[config.mk]
export PLATFORM = sky130hd
export DESIGN_NAME = uart_rx_flat
export DESIGN_NICKNAME = d
export VERILOG_FILES = /design/src/rtl/uart_rx_pkg.sv /design/src/rtl/uart_rx_if.sv /design/src/rtl/uart_rx_sampler.sv /design/src/rtl/uart_rx.sv /design/src/flat_wrapper.sv
export SDC_FILE = /design/constraint.sdc
export NUM_CORES = 1
export LEC_CHECK = 0
export ABC_AREA = 1
export CAP_MARGIN = 20
export CORE_UTILIZATION = 58
export DETAILED_ROUTE_END_ITERATION = 6
export PLACE_DENSITY = 0.81
export SLEW_MARGIN = 10
export SYNTH_ARGS = -nofsm -noshare
export SYNTH_HDL_FRONTEND = slang
export SYNTH_SLANG_ARGS = --single-unit
[constraint.sdc]
create_clock -name CLK -period 3 [get_ports CLK]
set_input_delay 0.3 -clock CLK [delete_from_list [all_inputs] [get_ports CLK]]
set_output_delay 0.3 -clock CLK [all_outputs]
set_load 0.05 [all_outputs]
[src/rtl/uart_rx_pkg.sv]
`default_nettype none
// ---------------------------------------------------------------------------
// uart_rx_pkg : shared types and constants for the oversampling UART receiver
// Revision    : 1.0
// ---------------------------------------------------------------------------
package uart_rx_pkg;

  typedef enum logic [2:0] {
    S_IDLE   = 3'd0,
    S_START  = 3'd1,
    S_DATA   = 3'd2,
    S_PARITY = 3'd3,
    S_STOP   = 3'd4
  } state_e;

  localparam int PRESCALE_X8  = 8;
  localparam int PRESCALE_X16 = 16;
  localparam int PRESCALE_X32 = 32;

  localparam logic PAR_EVEN = 1'b0;
  localparam logic PAR_ODD  = 1'b1;

  function automatic logic majority3(input logic a, input logic b, input logic c);
    return (a & b) | (a & c) | (b & c);
  endfunction

endpackage
`default_nettype wire

[src/rtl/uart_rx_if.sv]
`default_nettype none
// ---------------------------------------------------------------------------
// uart_rx_if : received-frame output bundle (payload plus result pulses)
// Revision   : 1.0
// ---------------------------------------------------------------------------
interface uart_rx_if #(
  parameter int DATA_WIDTH = 8
);

  logic [DATA_WIDTH-1:0] P_DATA;
  logic                  data_valid;
  logic                  parity_error;
  logic                  framing_error;

  modport master (
    output P_DATA,
    output data_valid,
    output parity_error,
    output framing_error
  );

  modport slave (
    input P_DATA,
    input data_valid,
    input parity_error,
    input framing_error
  );

endinterface
`default_nettype wire

[src/rtl/uart_rx_sampler.sv]
`default_nettype none
// ---------------------------------------------------------------------------
// uart_rx_sampler : per-bit edge counter and 3-tap majority vote
// Revision        : 1.0
// ---------------------------------------------------------------------------
module uart_rx_sampler
  import uart_rx_pkg::*;
#(
  parameter int PRESCALE_WIDTH = 6
) (
  input  wire logic                      i_clk,
  input  wire logic                      i_rst_n,
  input  wire logic                      i_rx,
  input  wire logic [PRESCALE_WIDTH-1:0] i_prescale,
  input  wire logic                      i_run,
  output logic                           o_sample_bit,
  output logic                           o_sample_done,
  output logic                           o_bit_end
);

  localparam logic [PRESCALE_WIDTH-1:0] ONE = PRESCALE_WIDTH'(1);

  logic [PRESCALE_WIDTH-1:0] edge_cnt_q, edge_cnt_d;
  logic [1:0]                tap_q, tap_d;
  logic                      sample_q, sample_d;

  logic [PRESCALE_WIDTH-1:0] w_sample_pt;
  logic [PRESCALE_WIDTH-1:0] w_last;
  logic                      w_vote;

  // tap_q[1]/tap_q[0] hold RX_IN from two/one cycles ago, so at the sample
  // point they line up with Prescale/2-1 and Prescale/2.
  always_comb begin
    w_sample_pt   = (i_prescale >> 1) + ONE;
    w_last        = i_prescale - ONE;
    w_vote        = majority3(tap_q[1], tap_q[0], i_rx);
    o_sample_done = (edge_cnt_q == w_sample_pt);
    o_bit_end     = (edge_cnt_q == w_last);
    o_sample_bit  = o_sample_done ? w_vote : sample_q;
    sample_d      = o_sample_bit;
    tap_d         = {tap_q[0], i_rx};
  end

  // Kept apart from the output logic: i_run is derived from the FSM's next
  // state, which itself depends on the outputs above.
  always_comb begin
    edge_cnt_d = edge_cnt_q;
    if (!i_run) begin
      edge_cnt_d = '0;
    end else if (o_bit_end) begin
      edge_cnt_d = '0;
    end else begin
      edge_cnt_d = edge_cnt_q + ONE;
    end
  end

  always_ff @(posedge i_clk or negedge i_rst_n) begin
    if (!i_rst_n) begin
      edge_cnt_q <= '0;
      tap_q      <= 2'b11;
      sample_q   <= 1'b0;
    end else begin
      edge_cnt_q <= edge_cnt_d;
      tap_q      <= tap_d;
      sample_q   <= sample_d;
    end
  end

endmodule
`default_nettype wire

[src/rtl/uart_rx.sv]
`default_nettype none
// ---------------------------------------------------------------------------
// uart_rx  : oversampling UART receiver delivering only clean frames
// Revision : 1.0
// ---------------------------------------------------------------------------
module uart_rx
  import uart_rx_pkg::*;
#(
  parameter int DATA_WIDTH     = 8,
  parameter int PRESCALE_WIDTH = 6
) (
  input  wire logic                      CLK,
  input  wire logic                      RST,
  input  wire logic                      RX_IN,
  input  wire logic [PRESCALE_WIDTH-1:0] Prescale,
  input  wire logic                      PAR_EN,
  input  wire logic                      PAR_TYP,
  uart_rx_if.master                      bus
);

  localparam int BIT_CNT_W = (DATA_WIDTH > 1) ? $clog2(DATA_WIDTH) : 1;
  localparam logic [BIT_CNT_W-1:0] BIT_LAST = BIT_CNT_W'(DATA_WIDTH - 1);
  localparam logic [BIT_CNT_W-1:0] BIT_ONE  = BIT_CNT_W'(1);

  state_e                    state_q, state_d;
  logic [BIT_CNT_W-1:0]      bit_cnt_q, bit_cnt_d;
  logic [DATA_WIDTH-1:0]     shift_q, shift_d;
  logic                      par_err_q, par_err_d;
  logic [PRESCALE_WIDTH-1:0] prescale_q, prescale_d;
  logic                      par_en_q, par_en_d;
  logic                      par_typ_q, par_typ_d;
  logic [DATA_WIDTH-1:0]     p_data_q, p_data_d;
  logic                      data_valid_q, data_valid_d;
  logic                      parity_error_q, parity_error_d;
  logic                      framing_error_q, framing_error_d;

  logic                      w_sample_bit;
  logic                      w_sample_done;
  logic                      w_bit_end;
  logic                      w_run;
  logic                      w_par_exp;
  logic [PRESCALE_WIDTH-1:0] w_prescale;

  // The live Prescale input only matters on the start-detect cycle.
  assign w_prescale = (state_q == S_IDLE) ? Prescale : prescale_q;
  assign w_run      = (state_d != S_IDLE);
  assign w_par_exp  = (^shift_q) ^ (par_typ_q == PAR_ODD);

  uart_rx_sampler #(
    .PRESCALE_WIDTH (PRESCALE_WIDTH)
  ) u_sampler (
    .i_clk         (CLK),
    .i_rst_n       (RST),
    .i_rx          (RX_IN),
    .i_prescale    (w_prescale),
    .i_run         (w_run),
    .o_sample_bit  (w_sample_bit),
    .o_sample_done (w_sample_done),
    .o_bit_end     (w_bit_end)
  );

  always_comb begin
    state_d         = state_q;
    bit_cnt_d       = bit_cnt_q;
    shift_d         = shift_q;
    par_err_d       = par_err_q;
    prescale_d      = prescale_q;
    par_en_d        = par_en_q;
    par_typ_d       = par_typ_q;
    p_data_d        = p_data_q;
    data_valid_d    = 1'b0;
    parity_error_d  = 1'b0;
    framing_error_d = 1'b0;

    case (state_q)
      S_IDLE: begin
        if (!RX_IN) begin
          state_d    = S_START;
          prescale_d = Prescale;
          par_en_d   = PAR_EN;
          par_typ_d  = PAR_TYP;
          bit_cnt_d  = '0;
          par_err_d  = 1'b0;
        end
      end
      S_START: begin
        if (w_sample_done && w_sample_bit) begin
          state_d = S_IDLE;
        end else if (w_bit_end) begin
          state_d = S_DATA;
        end
      end
      S_DATA: begin
        if (w_sample_done) begin
          shift_d = {w_sample_bit, shift_q[DATA_WIDTH-1:1]};
        end
        if (w_bit_end) begin
          if (bit_cnt_q == BIT_LAST) begin
            bit_cnt_d = '0;
            state_d   = par_en_q ? S_PARITY : S_STOP;
          end else begin
            bit_cnt_d = bit_cnt_q + BIT_ONE;
          end
        end
      end
      S_PARITY: begin
        if (w_sample_done) begin
          par_err_d = par_err_q | (w_sample_bit != w_par_exp);
        end
        if (w_bit_end) begin
          state_d = S_STOP;
        end
      end
      S_STOP: begin
        // A bad stop bit outranks a parity mismatch; only one flag fires.
        if (w_bit_end) begin
          state_d = S_IDLE;
          if (!w_sample_bit) begin
            framing_error_d = 1'b1;
          end else if (par_err_q) begin
            parity_error_d = 1'b1;
          end else begin
            p_data_d     = shift_q;
            data_valid_d = 1'b1;
          end
        end
      end
      default: begin
        state_d = S_IDLE;
      end
    endcase
  end

  always_ff @(posedge CLK or negedge RST) begin
    if (!RST) begin
      state_q         <= S_IDLE;
      bit_cnt_q       <= '0;
      shift_q         <= '0;
      par_err_q       <= 1'b0;
      prescale_q      <= '0;
      par_en_q        <= 1'b0;
      par_typ_q       <= 1'b0;
      p_data_q        <= '0;
      data_valid_q    <= 1'b0;
      parity_error_q  <= 1'b0;
      framing_error_q <= 1'b0;
    end else begin
      state_q         <= state_d;
      bit_cnt_q       <= bit_cnt_d;
      shift_q         <= shift_d;
      par_err_q       <= par_err_d;
      prescale_q      <= prescale_d;
      par_en_q        <= par_en_d;
      par_typ_q       <= par_typ_d;
      p_data_q        <= p_data_d;
      data_valid_q    <= data_valid_d;
      parity_error_q  <= parity_error_d;
      framing_error_q <= framing_error_d;
    end
  end

  assign bus.P_DATA        = p_data_q;
  assign bus.data_valid    = data_valid_q;
  assign bus.parity_error  = parity_error_q;
  assign bus.framing_error = framing_error_q;

endmodule
`default_nettype wire

[src/flat_wrapper.sv]
// flat-port wrapper written by rule: the top's interface ports become plain ports
module uart_rx_flat import uart_rx_pkg::*;
#(
  parameter int DATA_WIDTH     = 8,
  parameter int PRESCALE_WIDTH = 6
)
  (CLK, RST, RX_IN, Prescale, PAR_EN, PAR_TYP, bus_P_DATA, bus_data_valid, bus_parity_error, bus_framing_error);
  uart_rx_if #(.DATA_WIDTH(DATA_WIDTH)) bus_i ();
  input  wire logic CLK;
  input  wire logic RST;
  input  wire logic RX_IN;
  input  wire logic [PRESCALE_WIDTH-1:0] Prescale;
  input  wire logic PAR_EN;
  input  wire logic PAR_TYP;
  output wire logic [$bits(bus_i.P_DATA)-1:0] bus_P_DATA;
  output wire logic [$bits(bus_i.data_valid)-1:0] bus_data_valid;
  output wire logic [$bits(bus_i.parity_error)-1:0] bus_parity_error;
  output wire logic [$bits(bus_i.framing_error)-1:0] bus_framing_error;
  assign bus_P_DATA = bus_i.P_DATA;
  assign bus_data_valid = bus_i.data_valid;
  assign bus_parity_error = bus_i.parity_error;
  assign bus_framing_error = bus_i.framing_error;
  uart_rx #(.DATA_WIDTH(DATA_WIDTH), .PRESCALE_WIDTH(PRESCALE_WIDTH)) u_core (.CLK(CLK), .RST(RST), .RX_IN(RX_IN), .Prescale(Prescale), .PAR_EN(PAR_EN), .PAR_TYP(PAR_TYP), .bus(bus_i));
endmodule
# --- Yosys cells after proc, flatten, opt, wreduce, memory -nomap -nowiden ---
# Index checks and enable logic that the tools add are counted.
totals:
  in_bits: 11
  out_inout_bits: 11
  elab_cells: 80
  regBits: 43
op_classes:
  add_sub_neg: 4
  reduce_logical: 11
  eq_ne: 11
  n_bitwise: 9
  muxes: 31
op_table:
  columns: ["op", "n"]
  rows:
  - ["$mux 3", 11]
  - ["$mux 6", 3]
  - ["$pmux 3 s5", 1]
  - ["$mux 1", 14]
  - ["$eq 6x6->1", 2]
  - ["$reduce_xor 8->1", 1]
  - ["$add 5x1->6 const B", 1]
  - ["$add 6x1->6 const B", 1]
  - ["$eq 3x2->1 const B", 2]
  - ["$eq 3x3->1 const B", 2]
  - ["$pmux 3 s2", 1]
  - ["$reduce_and 3->1", 2]
  - ["$sub 6x1->6 const B", 1]
  - ["$ne 2x2->1 const B", 2]
  - ["$reduce_and 2->1", 2]
  - ["$reduce_and 4->1", 1]
  - ["$reduce_bool 2->1", 2]
  - ["$add 3x1->3 const B", 1]
  - ["$and 1x1->1", 3]
  - ["$eq 3x1->1 const B", 1]
  - ["$logic_not 3->1", 1]
  - ["$or 1x1->1", 3]
  - ["$reduce_bool 3->1", 1]
  - ["$ne 2x1->1 const B", 1]
  - ["5 further kinds", 6]

# --- Longest topological paths before layout ---
depth:
  word_depth: 10
  depth_mapped: 21
  ltp_nobuf: 21

# --- By module ---
# A second synthesis with hierarchy kept.
hier_totals:
  cells_unflattened: 319
  area_unflattened_um2: 2431.1
by_module_without_submodules:
  columns: ["mod", "area_per_inst_um2", "instances", "seq_area_each_um2", "cells_per_inst"]
  rows:
  - ["uart_rx", 1676.6, 1, 850.8, 197]
  - ["uart_rx_sampler", 754.5, 1, 227.7, 122]

# --- Worst setup path before layout ---
# No wires, ideal clock.
synth_timing:
  kind: "flip-flop to flip-flop"
  start: "register u_core.state_q[1]"
  end: "register u_core.u_sampler.edge_cnt_q[0]"
  path_stages_with_launch: 17
  required_time_ns: 2.879
  setup_ns: 0.121
  slack_ns: 0.568
  arrival_ns: 2.310
  period_less_slack_ns: 2.432
  n_path_buf: 2
  cell_sequence: "dfrtp_1 -> nor2_4 -> buf_6 -> nand3b_1 -> nand2_2 -> ha_1 -> xor2_1 -> nand3_1 -> nor2_1 -> nand2_1 -> nor2_4 -> nand2_2 -> buf_6 -> o21ai_2 -> nand3_2 -> nor2_4 -> nor2_2"
synth_via:
  elab_chain_len: 10
  elab_cells_between_ends: 23
  classes_between: "add/sub: 2; eq/ne: 6; mux: 12; reduce/logical: 3"
synth_rtl:
  columns: ["element", "line_no", "text"]
  rows:
  - ["start, declared", "uart_rx.sv:25", "state_e state_q, state_d;"]
  - ["start signal, assigned", "uart_rx.sv:148", "state_q <= state_d;"]
  - ["$logic_not 3->1", "uart_rx.sv:45, uart_rx.sv:75", null]
  - ["$mux 6", "uart_rx.sv:45", "assign w_prescale = (state_q == S_IDLE) ? Prescale : prescale_q;"]
  - ["$add 5x1->6", "uart_rx_sampler.sv:34", "w_sample_pt = (i_prescale >> 1) + ONE;"]
  - ["$eq 6x6->1", "uart_rx_sampler.sv:37", "o_sample_done = (edge_cnt_q == w_sample_pt);"]
  - ["$mux 1", "uart_rx_sampler.sv:39", "o_sample_bit = o_sample_done ? w_vote : sample_q;"]
  - ["$logic_and 1x1->1", "uart_rx.sv:87", "if (w_sample_done && w_sample_bit) begin"]
  - ["$mux 3", "uart_rx.sv:87", null]
  - ["$pmux 3 s5 *", "uart_rx.sv:75", "case (state_q)"]
  - ["via u_core.state_d[0]", "uart_rx.sv:25", null]
  - ["$reduce_bool 3->1 *", "uart_rx.sv:46", "assign w_run = (state_d != S_IDLE);"]
  - ["$mux 6 *", "uart_rx_sampler.sv:48", "if (!i_run) begin"]
  - ["via u_core.u_sampler.edge_cnt_d[0]", "uart_rx_sampler.sv:23", "logic [PRESCALE_WIDTH-1:0] edge_cnt_q, edge_cnt_d;"]
  - ["end signal, assigned", "uart_rx_sampler.sv:63", "edge_cnt_q <= edge_cnt_d;"]
  - ["end, declared", "uart_rx_sampler.sv:23", null]
# Mark *: on every way through the listed nets, which the timed path passes. The rest lies on a longest branch.
# A chain may end at the register's enable or synchronous reset.

# --- Worst setup path in the final report ---
layout_timing:
  start: "register u_core.state_q[1]"
  end: "register u_core.u_sampler.edge_cnt_q[1]"
# Same word-level chain as after synthesis.

==> results.md <==
- Detailed-router iteration count before antenna repair: 4
- Die Wd: 68.4 um
- Number of failing hold endpoints at the final stage: 0
- Input/output buffers: 21
- CTS tree: done
- Area added between synthesis and finish: 18.4%
- Clk slew on worst S/H paths: 0.08 ns
- Reg2Reg Setup Slack: 0.21 ns
- Total congestion overflow after global routing: 0
- Share of cell area taken by muxes after synthesis: 0%
- Post-layout instance area: 3020 sq um
- Worst clock skew: 0.00452 ns
- R2R Path Start: u_core.state_q[1]
- Xor and xnor area share after synthesis: under 10%
- Placed standard-cell area: 2810 sq um
- Max clock buf depth: 2
- Via density per instance: about 5.2
- Post-detailed-route wirelength per cell: 13.4 um
- Max Fclk: 359 MHz
- Maximum net fanout on the critical path: 11
- Total die area: 4670 sq um
- Most frequent standard cell in the layout excluding fill and tap cells: nand2_1
- Num Clock Sinks: 43
- Boundary pin count: 22
- Result of the run: completed
- Vias in the first global route: 2,127
- Cell count after synthesis: ~320
- DRC errors left: 0
- Maximum capacitance violations: 0
- Initial standard-cell utilization of the core: 62.1%
- Critical path start-end classification: reg2reg
- Post-route setup TNS: 0 ns
- Routed WL: ~5500 um
- Number of nets in the layout: 374
- Insertion delay of the later-clocked pin in the worst-skew pair: approximately 0.29 ns
- Final critical-path share of the clock period: between 90 and 100%
- Required time reported for the critical path endpoint: 3.18 ns
- Setup crit start kind: register
- Distinct cells, synth: 29
- Synth area leader: dfrtp_1
- Post-synthesis area per instance: slightly below 8 sq um
- P per Cell Area: 928 nW/um^2
- Post-synth design cell area: between 2000 and 3000 sq um
- Net count after synthesis: 339
- Number of warnings printed during yosys synthesis: 0
- Number of antenna violations at the first check in global routing: 0
- CTS root buf: clkbuf_8
- Arrival @ worst endpoint: 2.97 ns
- CTS H-tree lvls: 2
- Number of slew-limit violations in the final report: 0
- Final core utilization: between 70% and 80%
- Worst reg-to-reg path cell count: 16
- Combined global-route utilization of all metal layers: 26.8%
- Time the worst path needs with I/O delays and setup: 2.79 ns
- #FFs+latches synth: 43
- Routability Congestion: 0.893
- Post-synthesis compound-gate area fraction: 7.25%
- Number of failing setup endpoints in the final timing report: 0
- Proportion of netlist area held by the largest area contributor: 40.2%
- Fraction of final layout cells sized beyond drive strength 1: a little under a fifth
- Sum of net half-perimeters after detailed placement: 3770 um
- Post-synthesis adder-cell area fraction: around 2.4%
- Headroom to the max-slew limit: a little under two fifths
- Reported leakage power: about 1.4 nW
- Synth top area cells: dfrtp_1 40%, nand2_1 13%, nand3_1 8.0%
- Hold WC Path Type: in2async
- Crit end category: register
- Remaining number of nets flagged by the antenna check after routing: 0
- Number of core rows: 23
- Die Span Y: 68.4 um
- Worst IR drop on VDD: between 0.4 and 0.5 mV
- End of the worst register-to-register path: u_core.u_sampler.edge_cnt_q[1]
- Via count: 2,147
- TritonCTS buffer count: 5
- Largest net degree at the start of global routing: 44
- Starting DRT DRC Count: between 100 and 150
- Antenna fix cells: 0
- Main combinational cell family by area after synthesis: simple AND/OR/NAND/NOR gates
- Area of the core: 4120 sq um
- Worst-margin pin slew: between 0.9 and 1 ns
- Area fraction in and, or, nand and nor cells after synthesis: 35.0%
- Count of hold-fix buffers inserted at cts: 0
- Sequential cell area fraction in the yosys report: a little over two fifths
- Most frequent cells in the layout: 90 x nand2_1, 41 x nand3_1, 41 x dfrtp_1
- Global-route wire length before repair: a little over 9000 um
## synthesized netlist by cell type
library cell / n
nor2_4: 3
nand3_4: 1
nand3b_1: 2
nor3_1: 3
xor2_4: 1
xnor2_1: 6
dfrtp_1: 41
clkbuf_1: 2
nand2_2: 9
xor2_1: 5
nand3_2: 4
xor2_2: 1
inv_1: 36
o21ai_2: 8
inv_4: 1
dfstp_2: 2
inv_2: 2
nand3_1: 41
o21ai_0: 20
or2_2: 1
buf_6: 3
nor2_1: 16
nand2_4: 2
ha_1: 5
a21oi_1: 3
nand4_1: 4
nor2_2: 9
nand2_1: 91
clkinv_1: 1
## routing by layer
layer / GRT usage (%) / vias up / share of wire (%)
met3: 4.83 / 6 / 4.2
met4: 9.64 / 0 / 1.0
met1: 30.5 / 993 / 44
met2: 49.3 / 52 / 51
met5: 0 / - / 0
li1: - / 1096 / -
## per-stage QoR
stage	hold slack, ns	cells	worst slack (ns)	power, W
2_1_floorplan	0.00441	323	0.568	0.00188
3_3_place_gp	0.365	393	0.190	0.00210
3_5_place_dp	0.366	393	0.116	0.00214
4_1_cts	0.193	401	0.142	0.00269
5_1_grt	0.234	409	-0.0814	0.00305
6_report	0.140	409	0.214	0.00281
## flip-flops by register name, summed over array words and instances (netlist names)
name / cells
u_core.par_en_q: 1
u_core.prescale_q: 6
u_core.bus.data_valid: 1
u_core.shift_q: 8
u_core.u_sampler.sample_q: 1
u_core.u_sampler.tap_q: 2
u_core.u_sampler.edge_cnt_q: 6
u_core.bus.parity_error: 1
u_core.bit_cnt_q: 3
u_core.bus.P_DATA: 8
u_core.bus.framing_error: 1
u_core.state_q: 3
u_core.par_typ_q: 1
u_core.par_err_q: 1
## worst max path at each step
stage / from / end
finish: u_core.state_q[1] / u_core.u_sampler.edge_cnt_q[1]
global route: u_core.state_q[0] / u_core.u_sampler.edge_cnt_q[1]
CTS: u_core.state_q[1] / u_core.bus.P_DATA[7]
detailed placement: Prescale[1] / u_core.bus.P_DATA[5]
global placement: Prescale[1] / u_core.bus.P_DATA[1]
floorplan: u_core.state_q[1] / u_core.u_sampler.edge_cnt_q[0]
## power breakdown
part | switching (W) | total, W | leakage, nW | internal [W]
registers | 0.0000868 | 0.000776 | 0.567 | 0.000690
clock network | 0.000201 | 0.000534 | 0.0654 | 0.000333
logic | 0.000946 | 0.00150 | 0.812 | 0.000551
## cell type report
type	count	area [sq um]
well taps	50	62.6
clock buffers	6	72.6
repair buffers	33	295
clock inverters	2	60.1
inverters	40	153
flip-flops and latches	43	1080
multi-input cells	235	1300
fillers	328	1090
## worst max-delay path: stages (launching register included)
cell,delay [ns]
dfrtp_1,0.45
nor2_4,0.16
buf_4,0.15
nand3_1,0.06
nand2_1,0.13
ha_2,0.29
xor2_1,0.12
nand3_1,0.09
nor2_1,0.11
nand2_1,0.09
nor2_4,0.17
nand2_4,0.12
buf_4,0.17
o21ai_2,0.15
nand3_2,0.13
nor2_4,0.24
nor2_2,0.05
## logic make-up (layout without fill, tap and decap cells)
kind of cell,count (synthesis),count (layout)
AOI/OAI and AO/OA,31,31
xor gates and xnor gates,13,13
adders and majority gates,5,5
buffers and inverters,45,81
DFF,43,43
and+or+nand+nor,186,186
## what timing repair did
item                                    CTS  global route
setup buffers                             0             8
endpoints found under the setup margin    0            14
gates resized for setup                   0             6
(Power assumes the default switching activity.)
